==> src/rtl/cpu_pkg.sv <==
// Shared pipeline definitions: datapath widths and the write-back control bundle
// carried from the M stage into the W stage.
package cpu_pkg;
  localparam int unsigned DATA_W   = 32;
  localparam int unsigned ADDR_W   = 5;
  localparam int unsigned REG_ZERO = 0;

  typedef struct packed {
    logic              regw;
    logic              memtoreg;
    logic [ADDR_W-1:0] a3;
  } wb_ctrl_t;
endpackage

==> src/rtl/wb_regfile_if.sv <==
// M-stage to W-stage write-back bus: control, destination, data and trace PC.
interface wb_regfile_if #(
  parameter int unsigned DATA_W = cpu_pkg::DATA_W,
  parameter int unsigned ADDR_W = cpu_pkg::ADDR_W
);
  logic              regwM;
  logic              memtoregM;
  logic              flushM;
  logic [ADDR_W-1:0] a3M;
  logic [DATA_W-1:0] aluoutM;
  logic [DATA_W-1:0] rdataM;
  logic [31:0]       pcM;

  modport master (output regwM, memtoregM, flushM, a3M, aluoutM, rdataM, pcM);
  modport slave  (input  regwM, memtoregM, flushM, a3M, aluoutM, rdataM, pcM);
endinterface

==> src/rtl/wb_regfile_grf.sv <==
// General register file: async-cleared array, register 0 reads as zero,
// two read ports bypassing the write issued in the same cycle.
module grf #(
  parameter int unsigned DATA_W = cpu_pkg::DATA_W,
  parameter int unsigned ADDR_W = cpu_pkg::ADDR_W
) (
  input  logic              clk,
  input  logic              reset_n,
  input  logic              we,
  input  logic [ADDR_W-1:0] wa,
  input  logic [DATA_W-1:0] wd,
  input  logic [ADDR_W-1:0] a1,
  input  logic [ADDR_W-1:0] a2,
  output logic [DATA_W-1:0] rd1,
  output logic [DATA_W-1:0] rd2
);
  localparam int unsigned NREG = 2 ** ADDR_W;

  logic [DATA_W-1:0] rf [NREG];
  logic              wrEn;

  assign wrEn = we && (wa != '0);

  always_ff @(posedge clk or negedge reset_n) begin
    if (!reset_n) begin
      for (int unsigned i = 0; i < NREG; i++) rf[i] <= '0;
    end else if (wrEn) begin
      rf[wa] <= wd;
    end
  end

  assign rd1 = (a1 == '0) ? '0 : (wrEn && a1 == wa) ? wd : rf[a1];
  assign rd2 = (a2 == '0) ? '0 : (wrEn && a2 == wa) ? wd : rf[a2];
endmodule

==> src/rtl/wb_regfile.sv <==
// Write-back stage: W pipeline register, write-back mux, commit trace and
// commit counter in front of the general register file.
module wb_regfile #(
  parameter int unsigned DATA_W = cpu_pkg::DATA_W,
  parameter int unsigned ADDR_W = cpu_pkg::ADDR_W
) (
  input  logic              clk,
  input  logic              reset_n,
  wb_regfile_if.slave       mStage,
  input  logic [ADDR_W-1:0] a1D,
  input  logic [ADDR_W-1:0] a2D,
  output logic [DATA_W-1:0] rd1D,
  output logic [DATA_W-1:0] rd2D,
  output logic [ADDR_W-1:0] a3W,
  output logic [DATA_W-1:0] wdW,
  output logic              regwW,
  output logic              trace_valid,
  output logic [31:0]       trace_pc,
  output logic [ADDR_W-1:0] trace_reg,
  output logic [DATA_W-1:0] trace_data,
  output logic [31:0]       commit_cnt
);
  import cpu_pkg::*;

  wb_ctrl_t          ctrlW;
  logic [DATA_W-1:0] aluoutW;
  logic [DATA_W-1:0] rdataW;
  logic [31:0]       pcW;
  logic [31:0]       commitCnt;
  logic              commit;

  // A flushed M instruction enters W as a bubble; the rest of W is captured as-is.
  always_ff @(posedge clk or negedge reset_n) begin
    if (!reset_n) begin
      ctrlW   <= '0;
      aluoutW <= '0;
      rdataW  <= '0;
      pcW     <= '0;
    end else begin
      ctrlW.regw     <= mStage.regwM & ~mStage.flushM;
      ctrlW.memtoreg <= mStage.memtoregM;
      ctrlW.a3       <= mStage.a3M;
      aluoutW        <= mStage.aluoutM;
      rdataW         <= mStage.rdataM;
      pcW            <= mStage.pcM;
    end
  end

  assign commit = ctrlW.regw && (ctrlW.a3 != ADDR_W'(REG_ZERO));
  assign wdW    = ctrlW.memtoreg ? rdataW : aluoutW;
  assign regwW  = commit;
  assign a3W    = commit ? ctrlW.a3 : '0;

  assign trace_valid = commit;
  assign trace_pc    = commit ? pcW : '0;
  assign trace_reg   = commit ? ctrlW.a3 : '0;
  assign trace_data  = commit ? wdW : '0;

  always_ff @(posedge clk or negedge reset_n) begin
    if (!reset_n) commitCnt <= '0;
    else if (commit) commitCnt <= commitCnt + 32'd1;
  end
  assign commit_cnt = commitCnt;

  grf #(.DATA_W(DATA_W), .ADDR_W(ADDR_W)) uGrf (
    .clk     (clk),
    .reset_n (reset_n),
    .we      (regwW),
    .wa      (a3W),
    .wd      (wdW),
    .a1      (a1D),
    .a2      (a2D),
    .rd1     (rd1D),
    .rd2     (rd2D)
  );
endmodule

==> src/flat_wrapper.sv <==
// flat-port wrapper written by rule: the top's interface ports become plain ports
module wb_regfile_flat import cpu_pkg::*;
#(
  parameter int unsigned DATA_W = cpu_pkg::DATA_W,
  parameter int unsigned ADDR_W = cpu_pkg::ADDR_W
)
  (clk, reset_n, a1D, a2D, rd1D, rd2D, a3W, wdW, regwW, trace_valid, trace_pc, trace_reg, trace_data, commit_cnt, mStage_regwM, mStage_memtoregM, mStage_flushM, mStage_a3M, mStage_aluoutM, mStage_rdataM, mStage_pcM);
  wb_regfile_if #(.DATA_W(DATA_W), .ADDR_W(ADDR_W)) mStage_i ();
  input  logic clk;
  input  logic reset_n;
  input  logic [ADDR_W-1:0] a1D;
  input  logic [ADDR_W-1:0] a2D;
  output logic [DATA_W-1:0] rd1D;
  output logic [DATA_W-1:0] rd2D;
  output logic [ADDR_W-1:0] a3W;
  output logic [DATA_W-1:0] wdW;
  output logic regwW;
  output logic trace_valid;
  output logic [31:0] trace_pc;
  output logic [ADDR_W-1:0] trace_reg;
  output logic [DATA_W-1:0] trace_data;
  output logic [31:0] commit_cnt;
  input wire logic [$bits(mStage_i.regwM)-1:0] mStage_regwM;
  input wire logic [$bits(mStage_i.memtoregM)-1:0] mStage_memtoregM;
  input wire logic [$bits(mStage_i.flushM)-1:0] mStage_flushM;
  input wire logic [$bits(mStage_i.a3M)-1:0] mStage_a3M;
  input wire logic [$bits(mStage_i.aluoutM)-1:0] mStage_aluoutM;
  input wire logic [$bits(mStage_i.rdataM)-1:0] mStage_rdataM;
  input wire logic [$bits(mStage_i.pcM)-1:0] mStage_pcM;
  assign mStage_i.regwM = mStage_regwM;
  assign mStage_i.memtoregM = mStage_memtoregM;
  assign mStage_i.flushM = mStage_flushM;
  assign mStage_i.a3M = mStage_a3M;
  assign mStage_i.aluoutM = mStage_aluoutM;
  assign mStage_i.rdataM = mStage_rdataM;
  assign mStage_i.pcM = mStage_pcM;
  wb_regfile #(.DATA_W(DATA_W), .ADDR_W(ADDR_W)) u_core (.clk(clk), .reset_n(reset_n), .mStage(mStage_i), .a1D(a1D), .a2D(a2D), .rd1D(rd1D), .rd2D(rd2D), .a3W(a3W), .wdW(wdW), .regwW(regwW), .trace_valid(trace_valid), .trace_pc(trace_pc), .trace_reg(trace_reg), .trace_data(trace_data), .commit_cnt(commit_cnt));
endmodule
==> config.mk <==
export PLATFORM = sky130hd
export DESIGN_NAME = wb_regfile_flat
export DESIGN_NICKNAME = d
export VERILOG_FILES = /design/src/rtl/cpu_pkg.sv /design/src/rtl/wb_regfile_if.sv /design/src/rtl/wb_regfile_grf.sv /design/src/rtl/wb_regfile.sv /design/src/flat_wrapper.sv
export SDC_FILE = /design/constraint.sdc
export NUM_CORES = 2
export LEC_CHECK = 0
export CAP_MARGIN = 25
export CORE_MARGIN = 2
export CORE_UTILIZATION = 48
export CTS_CLUSTER_DIAMETER = 40
export DETAILED_ROUTE_END_ITERATION = 8
export PLACE_DENSITY = 0.66
export SLEW_MARGIN = 25
export SYNTH_ARGS = -nofsm -noshare
export SYNTH_HDL_FRONTEND = slang
export SYNTH_HIERARCHICAL = 1
export SYNTH_SLANG_ARGS = --single-unit
==> constraint.sdc <==
create_clock -name clk -period 7.1 [get_ports clk]
set_input_delay 1.065 -clock clk [delete_from_list [all_inputs] [get_ports clk]]
set_output_delay 1.065 -clock clk [all_outputs]
set_load 0.03 [all_outputs]
; After elaboration in Yosys (flattened, before gate mapping)
; Cells that the tools add are included.
[word_totals]
reg_bits = 1159
inputBits = 116
[op_classes]
add_sub_neg = 1
n_lt_le_gt_ge = 4
eq_ne = 2
muxes = 17
n_bitwise = 5
reduce_logical = 9
[ops]
columns = cell, count
row1 = bitwise mux 1024 bit, 1
row2 = two-way mux 32 bit, 12
row3 = binary-select mux 32 bit (select 5 bit), 2
row4 = demux 32 bit (select 5 bit), 1
row5 = adder 32 x 1 -> 32 bit (second input constant), 1
row6 = greater-or-equal comparator 6 bit (second input constant), 3
row7 = inverter 5 -> 6 bit, 3
row8 = == test 5 bit, 2
row9 = zero test 5 bit, 2
row10 = nonzero test 5 bit, 2
row11 = < comparator 6 x 1 -> 1 bit (second input constant), 1
row12 = logical AND 1 bit, 5
row13 = two-way mux 5 bit, 1
row14 = bitwise AND 1 bit, 1
row15 = inverter 1 bit, 1

; Longest topological paths before layout
[logic_depth]
word_depth = 9
mapped_depth = 11
depth_no_buf = 7

; Modules after synthesis
; The synthesis kept the hierarchy.
[by_module_without_submodules]
columns = module, instances, cells_per_inst, area_each_um2
row1 = grf, 1, 3846, 54989.0
row2 = wb_regfile, 1, 366, 5017.3

; Least setup slack after synthesis
; OpenSTA, ideal clock, no wires.
[synth_timing]
path_kind = input to output
startpoint = input port a2D[0]
endpoint = output port rd2D[9]
arrival_ps = 3068
required_time_ps = 6035
setup_slack_ps = 2967
path_stages = 9
n_path_buf = 4
cell_sequence = buf_4 > buf_6 > buf_6 > buf_4 > mux2i_1 > a22o_1 > a211oi_1 > o21ai_0 > o21ai_0
[synth_between]
elab_chain_len = 6
[synth_rtl]
columns = item, line
row1 = from (decl), flat_wrapper.sv:12  ; input logic [ADDR_W-1:0] a2D;
row2 = inverter 5 -> 6 bit (not written as such), wb_regfile_grf.sv:33  ; assign rd2 = (a2 == '0) ? '0 : (wrEn && a2 == wa) ? wd : rf[a2];
row3 = binary-select mux 32 bit (select 5 bit), wb_regfile_grf.sv:33
row4 = two-way mux 32 bit (not written as such) (2 in a row), wb_regfile_grf.sv:33
row5 = two-way mux 32 bit, wb_regfile_grf.sv:33
row6 = two-way mux 32 bit *, wb_regfile_grf.sv:33
row7 = to (decl), flat_wrapper.sv:14  ; output logic [DATA_W-1:0] rd2D;
; Every way passes the cells marked *; elsewhere a longest branch is shown, timed or not. The select of a mux whose other input is x is not followed.

; Worst setup path in the final report
[layout_timing]
startpoint = register u_core/ctrlW[1] (netlist name)
endpoint = output port rd1D[1]
[layout_between]
elab_chain_len = 8
[layout_rtl]
columns = item, line
row1 = from (decl), wb_regfile.sv:25  ; wb_ctrl_t ctrlW;
row2 = nonzero test 5 bit, wb_regfile.sv:49  ; assign commit = ctrlW.regw && (ctrlW.a3 != ADDR_W'(REG_ZERO));
row3 = logical AND 1 bit, wb_regfile.sv:49
row4 = two-way mux 5 bit, wb_regfile.sv:52  ; assign a3W = commit ? ctrlW.a3 : '0;
row5 = nonzero test 5 bit, wb_regfile_grf.sv:22  ; assign wrEn = we && (wa != '0);
row6 = logical AND 1 bit, wb_regfile_grf.sv:22
row7 = logical AND 1 bit *, wb_regfile_grf.sv:32  ; assign rd1 = (a1 == '0) ? '0 : (wrEn && a1 == wa) ? wd : rf[a1];
row8 = two-way mux 32 bit * (2 in a row), wb_regfile_grf.sv:32
row9 = to (decl), flat_wrapper.sv:13  ; output logic [DATA_W-1:0] rd1D;
; Every way passes the cells marked *; elsewhere a longest branch is shown, timed or not.

==> results.yml <==
sta:
  finalSetupTns_ns: 0
  max_freq_ghz: 0.1533
  finalMaxSlewViolations: 0
  fin_crit_ns: 6.525
  rsz0062_at_grt: "false"
  relSlewSlack_pct: 28.04
  fin_skew_ns: 0.02737
  worst_pin_slew_ns: 1.079
  final-setup-viol-count: 0
  period_share_pct: 91.90
  hold_violations: 0
synthesis:
  synthArstFlopShare_pct: 100.0
  synth_top_area_share_pct: 48.33
  yosysWarnings: 6
  synth.avg_cell_area_um2: 14.25
  yosys.area.top_type: "dfrtp_1"
  syn_area_um2: 60010
  synthFlopType: "dfrtp_1"
  synth-edff-count: 0
  synthCells: 4212
  ys_types: 58
  synth.top_cells.by_area: "dfrtp_1 48%, mux2_2 20%, mux4_2 14%"
  yosys_register_bits: 1159
  synth-seq-area-share_pct: 48.33
  synth_fp_nets: 4329
detailed_routing:
  wl_per_cell_um: 32.94
  drt-initial-drc-count: 4238
  ant_nets: 0
  dr.pass1.iters: 6
  vias: 41180
  wl_mm: 203.3
  drc: 0
  viasPerCell: 6.672
global_route:
  grt_overflow: 0
  grt_max_degree: 174
  first_global_vias: 41960
  antenna_found_initial: 4
  track_usage_pct: 31.91
  grt_pass1_wl_mm: 295.6
worst_setup_path:
  cp-start-kind: "flip-flop"
  critPathMaxFanout: 24
  timing.rr.start: "u_core/ctrlW[1]"
  r2r-end: "u_core/uGrf/rf[405]"
  required_ns: 6.03
  crit_type: "flip-flop to primary output"
  cp-end-kind: "primary output"
  r2r_cells: 7
  worstPathArrival_ns: 5.46
  rrSetupSlack_ns: 2.85
finish:
  final_nets: 4503
  finish.instance_area_um2: 70770
  drive_above_1_share_pct: 43.33
  syn_to_final_growth_pct: 17.94
  fillCellCount: 9847
pwr:
  ir_worst_vdd_mv: 0.2797
  pwr_density_cell_nw_per_um2: 261.8
  p_leak_nw: 32.16
status:
  status: "finished, final reports clean"
floorplanning:
  dieArea_um2: 127900
  die_x_um: 357.6
  fp.dieH_um: 357.6
  initial_core_util_pct: 48.47
  rows: 129
  io_pins: 320
  core_um2: 123800
clock_tree:
  cts_tree: "yes"
  cts-htree-levels: 4
  numCtsBuffers: 170
  clockBufferDepth: 3
  cts.sinks: 1159
  clk_latency_ns: 0.81
  root_buffer: "clkbuf_16"
  hold_buffers: 0
  clkTransAtPathRegs_ns: 0.05
  post_cts_buffers: 0
  post_cts_resized: 0
place:
  place_area_um2: 64670
  io_buffers: 319
  globalplace.congestion: 0.8363
  dp_hpwl_mm: 119.8
flow_run:
  cap_violations: 0
worst_hold_path:
  hold_class: "input port to async pin"
[stage by stage]
stage / setup slack [ns] / std cells / power, mW / hold WS [ns] / util (%)
floorplan: 2.967 / 4212 / 8.818 / 0.4413 / -
global placement: 1.499 / 5846 / 9.677 / 0.3774 / 52.19
detailed placement: 1.476 / 5848 / 9.714 / 0.3834 / 52.24
CTS: 0.5932 / 6167 / 18.61 / 0.2584 / 57.10
global route: 0.4544 / 6170 / 19.12 / 0.3006 / 57.17
finish: 0.5752 / 6172 / 18.53 / 0.2813 / 57.17
[sequential cells by signal, indices dropped and copies added (netlist names)]
| name | count |
|---|---|
| u_core/uGrf/rf | 1024 |
| u_core/aluoutW | 32 |
| u_core/commit_cnt | 32 |
| u_core/pcW | 32 |
| u_core/rdataW | 32 |
| u_core/ctrlW | 7 |
[worst max-delay path by stage]
| stage | from | endpoint | slack [ns] | cells past startpoint |
|---|---|---|---|---|
| 3_5_place_dp | u_core/ctrlW[1] | rd1D[21] | 1.48 | 9 |
| 2_1_floorplan | a2D[0] | rd2D[9] | 2.97 | 9 |
| 6_report | u_core/ctrlW[1] | rd1D[1] | 0.58 | 9 |
| 5_1_grt | u_core/ctrlW[1] | rd2D[29] | 0.45 | 8 |
| 3_3_place_gp | a2D[1] | rd2D[5] | 1.50 | 8 |
| 4_1_cts | u_core/ctrlW[1] | rd1D[21] | 0.59 | 9 |
[cell families after synthesis]
kind of cell | count (synthesis) | share of synthesized area (%)
flops | 1159 | 48.33
buf+inv | 476 | 3.572
xor+xnor | 41 | 0.5984
fa+ha+maj | 1 | 0.02085
mux | 1734 | 38.72
simple gates | 365 | 3.186
compound gates | 436 | 5.574
[metal layers]
metal / vias to the layer above / wire, um / track usage (%)
met5: - / 25 / 0
met4: 4 / 8501 / 13.14
met3: 468 / 20100 / 8.743
met2: 2151 / 90240 / 47.28
met1: 22020 / 84420 / 44.57
li1: 16530 / - / -
[placed cells by master (no fill, tap or decap), types with 41 or more instances in the layout]
cell / count
dfrtp_1: 1158
mux2_2: 1076
mux4_2: 362
clkdlybuf4s50_1: 308
mux2i_1: 296
clkbuf_16: 171
buf_4: 137
and2_1: 78
nand2_1: 70
a21oi_1: 66
o221ai_1: 63
a221o_1: 54
a22oi_1: 50
a221oi_1: 45
nor2_1: 44
o21ai_0: 41
[critical path: stages, from the launching register on]
cell             delay (ns)
dfrtp_1                0.37
or4_4                  0.54
o21ai_4                0.50
clkinv_2               0.53
o31ai_1                0.24
nor4_2                 0.12
a21oi_4                0.60
buf_4                  0.59
a32o_1                 0.40
clkdlybuf4s50_1        0.72
[synth_stat cells, types with 41 or more instances]
| cell | n |
|---|---|
| a21oi_1 | 67 |
| nand2_1 | 85 |
| mux2i_1 | 296 |
| buf_2 | 96 |
| a221o_1 | 54 |
| a221oi_1 | 45 |
| mux2_2 | 1076 |
| nor2_1 | 63 |
| a22oi_1 | 50 |
| buf_1 | 58 |
| clkbuf_1 | 269 |
| mux4_2 | 362 |
| dfrtp_1 | 1159 |
| o221ai_1 | 63 |
| and2_1 | 79 |
| o21ai_0 | 41 |
[final cells by class]
cell class              count  area (um^2)  share of cell area [%]
repair buffers            472         4583                   6.476
well taps                1637         2048                   2.894
clock inverters           115         1451                   2.051
inverters                   6        23.77                 0.03359
clock buffers             204         4573                   6.462
multi-input cells        2577        29090                   41.10
diodes                      2        5.005                0.007072
flip-flops and latches   1159        29000                   40.98
[report_power, final]
part,internal (mW),leakage [nW],switching (mW)
clock,5.53,2.91,3.36
combinational,1.06,13.6,1.25
sequential,7.03,15.7,0.303
Note: power is estimated with default switching activity, not from simulation.
